File: config.mk
export PLATFORM = sky130hd
export DESIGN_NAME = sync_fifo_param
export DESIGN_NICKNAME = d
export VERILOG_FILES = /design/src/rtl/sync_fifo_param.sv
export SDC_FILE = /design/constraint.sdc
export NUM_CORES = 1
export LEC_CHECK = 0
export BUFFER_PORTS_ARGS = -buffer_cell sky130_fd_sc_hd__buf_2
export CORE_ASPECT_RATIO = 1.25
export CORE_MARGIN = 4
export CORE_UTILIZATION = 30
export DETAILED_ROUTE_END_ITERATION = 6
export GPL_TIMING_DRIVEN = 0
export HOLD_SLACK_MARGIN = 0.08
export MAX_ROUTING_LAYER = met4
export REMOVE_ABC_BUFFERS = 1
export SETUP_SLACK_MARGIN = 0.05
export SYNTH_ARGS = -nofsm -noshare
export SYNTH_HDL_FRONTEND = slang
export SYNTH_SLANG_ARGS = --single-unit
File: constraint.sdc
create_clock -name i_clk -period 2.8 [get_ports i_clk]
set_input_delay 0.42 -clock i_clk [delete_from_list [all_inputs] [get_ports i_clk]]
set_output_delay 0.42 -clock i_clk [all_outputs]
set_load 0.1 [all_outputs]
File: src/rtl/sync_fifo_param.sv
// ----------------------------------------------------------------------------
// sync_fifo_param
//   Parametrised single-clock FIFO with occupancy count, programmable
//   almost-full / almost-empty thresholds, overflow / underflow error pulses
//   and a selectable first-word-fall-through read mode.
//
// Parameters
//   DATA_W   : data word width (>= 1)
//   DEPTH    : number of entries (power of two, >= 2)
//   AF_LEVEL : almost_full when count >= AF_LEVEL
//   AE_LEVEL : almost_empty when count <= AE_LEVEL
//   FWFT     : 0 = registered read (latency 1), 1 = first-word-fall-through
//
// Ports
//   i_clk            rising-edge clock
//   i_rst            asynchronous active-high reset
//   i_wr_en          write request
//   i_data_in        write data
//   i_rd_en          read request (pop/acknowledge in FWFT mode)
//   o_data_out       read data
//   o_full           count == DEPTH
//   o_empty          count == 0
//   o_almost_full    count >= AF_LEVEL
//   o_almost_empty   count <= AE_LEVEL
//   o_count          current occupancy
//   o_overflow       one-cycle pulse after a write to a full FIFO
//   o_underflow      one-cycle pulse after a read from an empty FIFO
// ----------------------------------------------------------------------------
module sync_fifo_param #(
  parameter int DATA_W   = 8,
  parameter int DEPTH    = 16,
  parameter int AF_LEVEL = DEPTH - 2,
  parameter int AE_LEVEL = 2,
  parameter int FWFT     = 0
) (
  input  logic                       i_clk,
  input  logic                       i_rst,
  input  logic                       i_wr_en,
  input  logic [DATA_W-1:0]          i_data_in,
  input  logic                       i_rd_en,
  output logic [DATA_W-1:0]          o_data_out,
  output logic                       o_full,
  output logic                       o_empty,
  output logic                       o_almost_full,
  output logic                       o_almost_empty,
  output logic [$clog2(DEPTH+1)-1:0] o_count,
  output logic                       o_overflow,
  output logic                       o_underflow
);

  localparam int PTR_W = $clog2(DEPTH);
  localparam int CNT_W = $clog2(DEPTH + 1);

  localparam logic [CNT_W-1:0] C_DEPTH = CNT_W'(DEPTH);
  localparam logic [CNT_W-1:0] C_AF    = CNT_W'(AF_LEVEL);
  localparam logic [CNT_W-1:0] C_AE    = CNT_W'(AE_LEVEL);
  localparam logic             AF_RST  = (AF_LEVEL == 0);

  logic [DATA_W-1:0] r_mem [DEPTH];

  logic [PTR_W-1:0] r_wr_ptr;
  logic [PTR_W-1:0] r_rd_ptr;
  logic [CNT_W-1:0] r_count;
  logic             r_full;
  logic             r_empty;
  logic             r_almost_full;
  logic             r_almost_empty;
  logic             r_overflow;
  logic             r_underflow;

  logic             w_wr_acc;
  logic             w_rd_acc;
  logic [CNT_W-1:0] w_cnt_nxt;

  // Acceptance uses the registered (pre-edge) flags only, so a same-cycle
  // read never frees space for a write and a same-cycle write never supplies
  // data for a read.
  assign w_wr_acc  = i_wr_en & ~r_full;
  assign w_rd_acc  = i_rd_en & ~r_empty;
  assign w_cnt_nxt = r_count + CNT_W'(w_wr_acc) - CNT_W'(w_rd_acc);

  // Storage is deliberately left out of reset.
  always_ff @(posedge i_clk) begin
    if (w_wr_acc) begin
      r_mem[r_wr_ptr] <= i_data_in;
    end
  end

  always_ff @(posedge i_clk or posedge i_rst) begin
    if (i_rst) begin
      r_wr_ptr       <= '0;
      r_rd_ptr       <= '0;
      r_count        <= '0;
      r_full         <= 1'b0;
      r_empty        <= 1'b1;
      r_almost_full  <= AF_RST;
      r_almost_empty <= 1'b1;
      r_overflow     <= 1'b0;
      r_underflow    <= 1'b0;
    end else begin
      if (w_wr_acc) begin
        r_wr_ptr <= r_wr_ptr + PTR_W'(1);
      end
      if (w_rd_acc) begin
        r_rd_ptr <= r_rd_ptr + PTR_W'(1);
      end
      r_count        <= w_cnt_nxt;
      // Flags come from the next count so they line up with o_count.
      r_full         <= (w_cnt_nxt == C_DEPTH);
      r_empty        <= (w_cnt_nxt == '0);
      r_almost_full  <= (w_cnt_nxt >= C_AF);
      r_almost_empty <= (w_cnt_nxt <= C_AE);
      r_overflow     <= i_wr_en & r_full;
      r_underflow    <= i_rd_en & r_empty;
    end
  end

  generate
    if (FWFT != 0) begin : g_fwft
      // Head of queue is presented directly; forced to zero while empty so
      // reset visibly clears the output.
      assign o_data_out = r_empty ? '0 : r_mem[r_rd_ptr];
    end else begin : g_std
      logic [DATA_W-1:0] r_data_out;

      always_ff @(posedge i_clk or posedge i_rst) begin
        if (i_rst) begin
          r_data_out <= '0;
        end else if (w_rd_acc) begin
          r_data_out <= r_mem[r_rd_ptr];
        end
      end

      assign o_data_out = r_data_out;
    end
  endgenerate

  assign o_full         = r_full;
  assign o_empty        = r_empty;
  assign o_almost_full  = r_almost_full;
  assign o_almost_empty = r_almost_empty;
  assign o_count        = r_count;
  assign o_overflow     = r_overflow;
  assign o_underflow    = r_underflow;

endmodule
======== Word-level counts from Yosys, hierarchy flattened ========
Memory sizes are Yosys's and may differ from the RTL's. A register that Yosys moved wholly into a read port is not among the register bits.
Index checks and enable logic that the tools add are counted.
storage, ports and cells
  bits in latches ......................... 0
  output and inout bits ................... 19
  RAM bits ................................ 128
  memories ................................ 1
  word-level logic and storage cells ...... 26
  bits in registers ....................... 19
  memory bits (read-only) ................. 0
  input port bits ......................... 12
memories
  name   words  width  read ports  clocked after memory_dff  wr ports  RTL line  RTL
  r_mem  16     8      1           1                         1         59        logic [DATA_W-1:0] r_mem [DEPTH];
cells by class
  muxes and demuxes ....................... 2
  equal/unequal tests ..................... 1
  reductions and logical operators ........ 1
  add/subtract/negate cells ............... 4
  div/mod/pow operators ................... 0
  shifts and indexed selects .............. 0
  multipliers ............................. 0
  order comparisons ....................... 2
  bitwise logic cells ..................... 6
operators by type and width
  operator                                                                             count
  4-bit by 1-bit adder with 4-bit output, second input constant                        2
  5-bit by 1-bit adder with 5-bit output                                               1
  5-bit equality test, second input constant                                           1
  5-bit by 4-bit greater-or-equal comparator with 1-bit output, second input constant  1
  5-bit by 2-bit less-or-equal comparator with 1-bit output, second input constant     1
  5-bit zero test                                                                      1
  5-bit by 1-bit subtractor with 5-bit output                                          1
  1-bit bitwise AND                                                                    4
  1-bit two-way mux                                                                    2
  1-bit NOT                                                                            2

======== Depth between registers and ports, before layout ========
Gate-level depths: netlist of run 1.
  depth after elaboration ................. 5
  gate-level depth with buffers ........... 11
  mapped depth without buffers ............ 10

======== Worst setup path after synthesis of run 1 ========
OpenSTA, ideal clock, no wires.
  path kind ............................... register to register
  start point ............................. register r_full (netlist: o_full)
  end point ............................... register r_almost_empty (netlist: o_almost_empty)
  period minus slack after synthesis ...... 2,919 ps
  data required time ...................... 2,695 ps
  setup time .............................. 105 ps
  stages on the path, launching flop included .. 12
  slack ................................... -119 ps
  arrival time ............................ 2,815 ps
  path buffers ............................ 1
  cell sequence ........................... dfrtp_1 nor2b_1 buf_2 inv_2 ha_1 inv_1 ha_1 fa_1 a21o_1 a21oi_2 xnor2_2 a2111oi_2
between the ends
  cells in the longest elaborated chain, start to end .. 5
RTL lines
  what                                                       RTL line  RTL
  from (decl)                                                64        logic r_full;
  from (signal assigned)                                     109       r_full <= (w_cnt_nxt == C_DEPTH);
  1-bit NOT                                                  78        assign w_wr_acc = i_wr_en & ~r_full;
  1-bit bitwise AND                                          78
  5-bit by 1-bit adder with 5-bit output                     80        assign w_cnt_nxt = r_count + CNT_W'(w_wr_acc) - CNT_W'(w_rd_acc);
  5-bit by 1-bit subtractor with 5-bit output                80
  via w_cnt_nxt[4]                                           73        logic [CNT_W-1:0] w_cnt_nxt;
  5-bit by 2-bit less-or-equal comparator with 1-bit output  112       r_almost_empty <= (w_cnt_nxt <= C_AE);
  to (signal assigned)                                       112
  to (decl)                                                  67        logic r_almost_empty;
The timed path passes the listed nets, and every way through them passes these cells.
A chain may end at the register's enable or synchronous reset.

======== Worst setup path after layout of run 1 ========
  start point ............................. register r_empty (netlist: o_empty)
  end point ............................... register r_full (netlist: o_full)
between the ends
  cells in the longest elaborated chain, start to end .. 4
RTL lines
  what                                         RTL line  RTL
  from (decl)                                  65        logic r_empty;
  from (signal assigned)                       110       r_empty <= (w_cnt_nxt == '0);
  1-bit NOT                                    79        assign w_rd_acc = i_rd_en & ~r_empty;
  1-bit bitwise AND                            79
  via w_rd_acc                                 72        logic w_rd_acc;
  5-bit by 1-bit subtractor with 5-bit output  80
  via w_cnt_nxt[2]                             73
  5-bit equality test                          109
The timed path passes the listed nets, and every way through them passes these cells.

==> impl_metrics.json, run 1 <==
{
  "antenna_found_initial": 1,
  "vdd_drop_max_mv": 0.710,
  "worst-path-max-fanout": 5,
  "die_w_um": 137,
  "cp_data_required_time_ns": 3.13,
  "synth_top_flop_cell": "edfxtp_1",
  "hold_path_class": "in -> reg",
  "critical_path_class": "reg -> reg",
  "dpl.hpwl_um": 8440,
  "leakagePower_nw": 2.62,
  "grt_usage": 0.121,
  "maxSlewHeadroom": 0.251,
  "cts-htree-levels": 4,
  "place.gp.congestion": 0.748,
  "internal-power_mw": 5.34,
  "ctsRootBufferMaster": "clkbuf_16",
  "cts_sinks": 155,
  "wirelength_um": 12700,
  "p_sw_frac": 0.383,
  "drt-initial-drc-count": 216,
  "worstSetupEndpointType": "flop",
  "post_synth.cell_area_avg_um2": 17.4,
  "met2_usage": 0.202,
  "p_sw_mw": 3.32,
  "period_share": 0.939,
  "ys_warn_count": 0,
  "p_seq_frac": 0.375,
  "seq_area_frac_synth": 0.726,
  "grt_util_met3": 0.0271,
  "cts_buffer_depth": 2,
  "top_usage_layer": "met2",
  "drt_first_pass_iters": 4,
  "grt_max_degree": 34,
  "p_clk_frac": 0.267,
  "final_cell_mix": "128 x edfxtp_1, 49 x mux2i_1, 30 x buf_2",
  "worst_pin_slew_ns": 1.12,
  "via_count": 3130,
  "clkTransAtPathRegs_ns": 0.06,
  "fin_total_pwr_mw": 8.66,
  "p_comb_frac": 0.358,
  "grt_pass1_wl_um": 20200,
  "overflow": 0,
  "start_util": 0.308,
  "portBuffers": 30,
  "power.density_nw_per_um2": 1190,
  "viasPerCell": 4.60,
  "place_ws_ns": -0.469,
  "cp.arrival_ns": 2.96,
  "mostFrequentLayoutCell": "edfxtp_1",
  "wire_per_inst_um": 18.7,
  "hold_viol": 0,
  "finalCriticalPeriod_ns": 2.63,
  "ios": 31,
  "num_rows": 58,
  "slew_viol_final": 0,
  "finClkSkew_ns": 0.0101,
  "insertion_delay_ns": 0.42,
  "final_util": 0.360,
  "ys_async_sr_fraction": 0.174,
  "synthCells": 358,
  "syn-cell-area_um2": 6230,
  "ys_seq_elements": 155,
  "setup_violations": 0,
  "dieArea_um2": 23100,
  "synth_cell_types": 40,
  "grt_use_met1": 0.139,
  "drc": 0,
  "fmax_mhz": 380,
  "grt_pass1_vias": 3468,
  "cts_tree": "yes",
  "critPathLaunchType": "flop",
  "rsz0062_at_grt": "false",
  "cts-buffers-inserted": 17,
  "drive_gt1_frac": 0.208,
  "cts_hold_buf": 0,
  "worst_slack_ns": 0.172,
  "synth-edff-count": 128,
  "nets": 419,
  "postRouteAntennaNets": 0,
  "syn_to_final_growth_pct": 17.1,
  "core_um2": 20200,
  "status": "complete, no violations",
  "fp.dieH_um": 169,
  "hold_ws_ns": 0.240,
  "maxCapViolCount": 0
}
[layout make-up]
type / instances / area (µm²)
Inverter: 10 / 41.3
Multi-Input combinational cell: 179 / 1590
Tap cell: 270 / 338
Timing Repair Buffer: 33 / 185
Clock buffer: 24 / 536
Sequential cell: 155 / 4530
Antenna cell: 1 / 2.50
Fill cell: 1893 / 13000
Clock inverter: 8 / 73.8
[per-stage QoR]
| step | TNS [ns] | instances | instance area (µm²) |
|---|---|---|---|
| floorplan | -1.80 | 344 | 6130 |
| global placement | -9.28 | 644 | 6620 |
| detailed placement | -1.82 | 645 | 6640 |
| CTS | 0 | 678 | 7270 |
| global route | 0 | 680 | 7290 |
| finish | 0 | 680 | 7290 |
[timing repair]
action / CTS / global route
buffers inserted: 1 / 1
pin swaps: 0 / 3
gates resized for setup: 3 / 3
endpoints found under the setup margin: 6 / 3
endpoints found under the hold margin: 0 / 0
[per-layer routing]
layer	share of wire	routed length, µm
met5	0	0
met3	0.036	462
met4	0.024	300
met1	0.41	5200
met2	0.53	6720
[Yosys cell counts, types with 6 or more instances]
cell type / count / share of area
a22oi_1: 18 / 0.022
and2_1: 20 / 0.020
buf_2: 6 / 0.0048
dfrtp_1: 25 / 0.10
edfxtp_1: 128 / 0.62
ha_1: 10 / 0.020
inv_1: 9 / 0.0054
mux2i_1: 49 / 0.079
mux4_2: 10 / 0.036
nand2_1: 14 / 0.0084
nand3_1: 10 / 0.0080
xnor2_1: 7 / 0.0098
[sequential cells by signal (all words and copies together) (netlist names)]
register,cells
r_mem,128
o_overflow,1
o_empty,1
o_full,1
o_almost_full,1
o_underflow,1
r_wr_ptr,4
o_almost_empty,1
r_rd_ptr,4
o_data_out,8
o_count,5
[power groups by stage]
stage | registers [mW] | logic, mW | clock network, mW
floorplan | 4.15 | 1.50 | 0
CTS | 3.25 | 3.12 | 2.34
global placement | 3.37 | 2.97 | 0
global route | 3.30 | 3.34 | 2.46
detailed placement | 3.29 | 3.11 | 0
finish | 3.24 | 3.10 | 2.31
[kinds of logic after synthesis]
group,after synthesis,synth area share
DFF,155,0.726
and+or+nand+nor,60,0.0522
muxes,59,0.115
AOI/OAI and AO/OA,39,0.0452
buffers and inverters,24,0.0217
adders and majority gates,11,0.0233
xor gates and xnor gates,10,0.0165
[path summary, 6_finish.rpt]
check                                          start                        end  slack [ns]  cells after the start
hold reg to reg            o_data_out[5]$_DFFE_PP0P_  o_data_out[5]$_DFFE_PP0P_        0.47                      2
hold / removal                               i_wr_en       o_overflow$_DFF_PP0_        0.24                      2
min in group asynchronous                      i_rst    o_almost_full$_DFF_PP0_        0.28                      2
max in group asynchronous                      i_rst    r_rd_ptr[1]$_DFFE_PP0P_        1.70                      2
setup reg to reg                   o_empty$_DFF_PP1_           o_full$_DFF_PP0_        0.17                      9
setup / recovery                   o_empty$_DFF_PP1_           o_full$_DFF_PP0_        0.17                      9
[critical path, cell delays in order, from the launching register on]
cell and delay, ns:
dfstp_2 0.57, nand2b_4 0.16, clkinvlp_4 0.14, ha_1 0.30, inv_1 0.04, ha_1 0.20, fa_2 0.36, xor2_1 0.22
or3_1 0.35, nor3b_1 0.21
Note: power is estimated with default switching activity, not from simulation.
==> run 2, diff against run 1 <==
PLACE_DENSITY_LB_ADDON = 0.05   (was unset)
==> run 2 against run 1 <==
  * Clock power about the same
  * Wire length rose by 18%
  * Setup slack better by 0.0077 ns
  * Utilization rose by 0.14 points
  * Global-route usage grew 2.0 points
  * Via count rose by 0.29%
  * Die area did not move
  * Final area up 0.38%
  * Highest routed layer unchanged
  * Sequential share of layout area shrank 0.23 points
  * Combinational power rose by 3%
  * Non-clock buffer count is 2 higher
  * Clock skew fell by 0.0020 ns
  * Critical endpoint unchanged
==> impl_metrics.json, run 2 (synthesis gave the netlist of run 1 again) <==
{
  "maxSlewHeadroom": 0.154,
  "drt-initial-drc-count": 201,
  "dieArea_um2": 23100,
  "cp_data_required_time_ns": 3.14,
  "grt_max_degree": 33,
  "slowest_delay_ns": 0.56,
  "drc": 0,
  "maxCapViolCount": 0,
  "syn_to_final_growth_pct": 17.5,
  "fmax_mhz": 382,
  "tns_ns": 0,
  "wirelength_um": 14900,
  "rsz0062_at_grt": "false",
  "viasPerCell": 4.61,
  "period_share": 0.936,
  "ios": 31,
  "die_w_um": 137,
  "portBuffers": 30,
  "status": "complete, no violations",
  "critPathLaunchType": "flop",
  "vdd_drop_max_mv": 0.831,
  "hold_viol": 0,
  "insertion_delay_ns": 0.41,
  "power.density_nw_per_um2": 1200,
  "via_count": 3139,
  "worstSetupEndpointType": "flop",
  "slew_viol_final": 0,
  "finClkSkew_ns": 0.00810,
  "final_util": 0.361,
  "cts-htree-levels": 4,
  "ctsRootBufferMaster": "clkbuf_16",
  "fp.dieH_um": 169,
  "mostFrequentLayoutCell": "edfxtp_1",
  "cts_sinks": 155,
  "crit_chain": "nand2b_4, inv_1, ha_1, inv_1, ha_1, fa_1, xor2_1, or3_1, nor3b_2",
  "cp.arrival_ns": 2.96,
  "postRouteAntennaNets": 0,
  "final_cell_mix": "128 x edfxtp_1, 49 x mux2i_1, 30 x buf_2",
  "grt_pass1_vias": 3301,
  "num_rows": 58,
  "drive_gt1_frac": 0.198,
  "start_util": 0.308,
  "hold_ws_ns": 0.226,
  "setup_violations": 0,
  "hold_path_class": "in -> reg",
  "drt_first_pass_iters": 4,
  "cts_tree": "yes",
  "grt_usage": 0.141,
  "place.gp.congestion": 0.676,
  "largest_register_ff_count": 128,
  "worst-path-max-fanout": 5,
  "critical_path_class": "reg -> reg",
  "wire_per_inst_um": 21.9,
  "dpl.hpwl_um": 9390,
  "antenna_found_initial": 1,
  "leakagePower_nw": 2.64,
  "nets": 421,
  "worst_pin_slew_ns": 1.26,
  "grt_pass1_wl_um": 22100,
  "cts_buffer_depth": 2,
  "finalCriticalPeriod_ns": 2.62,
  "core_um2": 20200,
  "overflow": 0,
  "cpMaxStageDelayCell": "dfstp_2",
  "cts-buffers-inserted": 17,
  "max_flop_register": "r_mem",
  "clkTransAtPathRegs_ns": 0.06
}
-- run 2: cell types whose count changed in the layout (fill, tap and decap cells not counted), moves of 2 or more --
| cell | change |
|---|---|
| inv_4 | -2 |
| clkbuf_16 | -3 |
| buf_16 | +2 |
| bufinv_16 | +2 |
| clkinv_1 | +3 |
-- run 2: stage by stage --
stage          area [µm²]  worst slack [ns]  cells  power [mW]
2_1_floorplan        6130            -0.346    344        5.65
3_3_place_gp         6620             -1.33    644        6.59
3_5_place_dp         6650            -0.615    645        6.55
4_1_cts              7270             0.114    678        8.91
5_1_grt              7320            0.0579    681        9.24
6_report             7320             0.179    681        8.80
-- run 2: final timing paths --
path | depth (start not counted) | to | slack [ns] | startpoint
setup / recovery | 9 | o_full$_DFF_PP0_ | 0.18 | o_empty$_DFF_PP1_
hold / removal | 2 | o_overflow$_DFF_PP0_ | 0.23 | i_wr_en
setup reg to reg | 9 | o_full$_DFF_PP0_ | 0.18 | o_empty$_DFF_PP1_
hold reg to reg | 2 | o_data_out[1]$_DFFE_PP0P_ | 0.50 | o_data_out[1]$_DFFE_PP0P_
max in group asynchronous | 4 | o_empty$_DFF_PP1_ | 1.73 | i_rst
min in group asynchronous | 3 | o_overflow$_DFF_PP0_ | 0.54 | i_rst
-- run 2: critical path: cells and delay by family, from the launching register on --
kind | cells | cell delay (ns)
buffers and inverters | 2 | 0.15
flip-flops | 1 | 0.56
XOR/XNOR | 1 | 0.23
adder cells (fa/ha/maj) | 3 | 0.90
AND/OR/NAND/NOR | 3 | 0.70
-- run 2: cell type report --
type                       instances  area [µm²]
clock inverter                     9         119
antenna                            1        2.50
multi-input combinational        179        1590
fill                            1922       12900
inverter                          10        37.5
sequential                       155        4530
tap                              270         338
clock buffer                      22         474
timing repair buffer              35         230
-- run 2: repair_timing --
item | 4_1_cts | 5_1_grt
pin swaps | 1 | 0
endpoints found under the hold margin | 0 | 7
hold buffers | 0 | 1
gates resized for setup | 4 | 1
cloned | 0 | 0
buffers inserted | 2 | 0
endpoints found under the setup margin | 7 | 1
-- run 2: report_power, final --
part	switching, mW	total [mW]	leakage [nW]	internal [mW]
Clock	0.869	2.33	0.289	1.46
Sequential	0.383	3.28	1.48	2.90
Combinational	2.17	3.19	0.871	1.02
-- run 2: layer usage --
metal | track usage | routed length, µm
met3 | 0.0339 | 410
met2 | 0.233 | 7900
met5 | - | 0
met1 | 0.172 | 6470
met4 | 0.0404 | 135
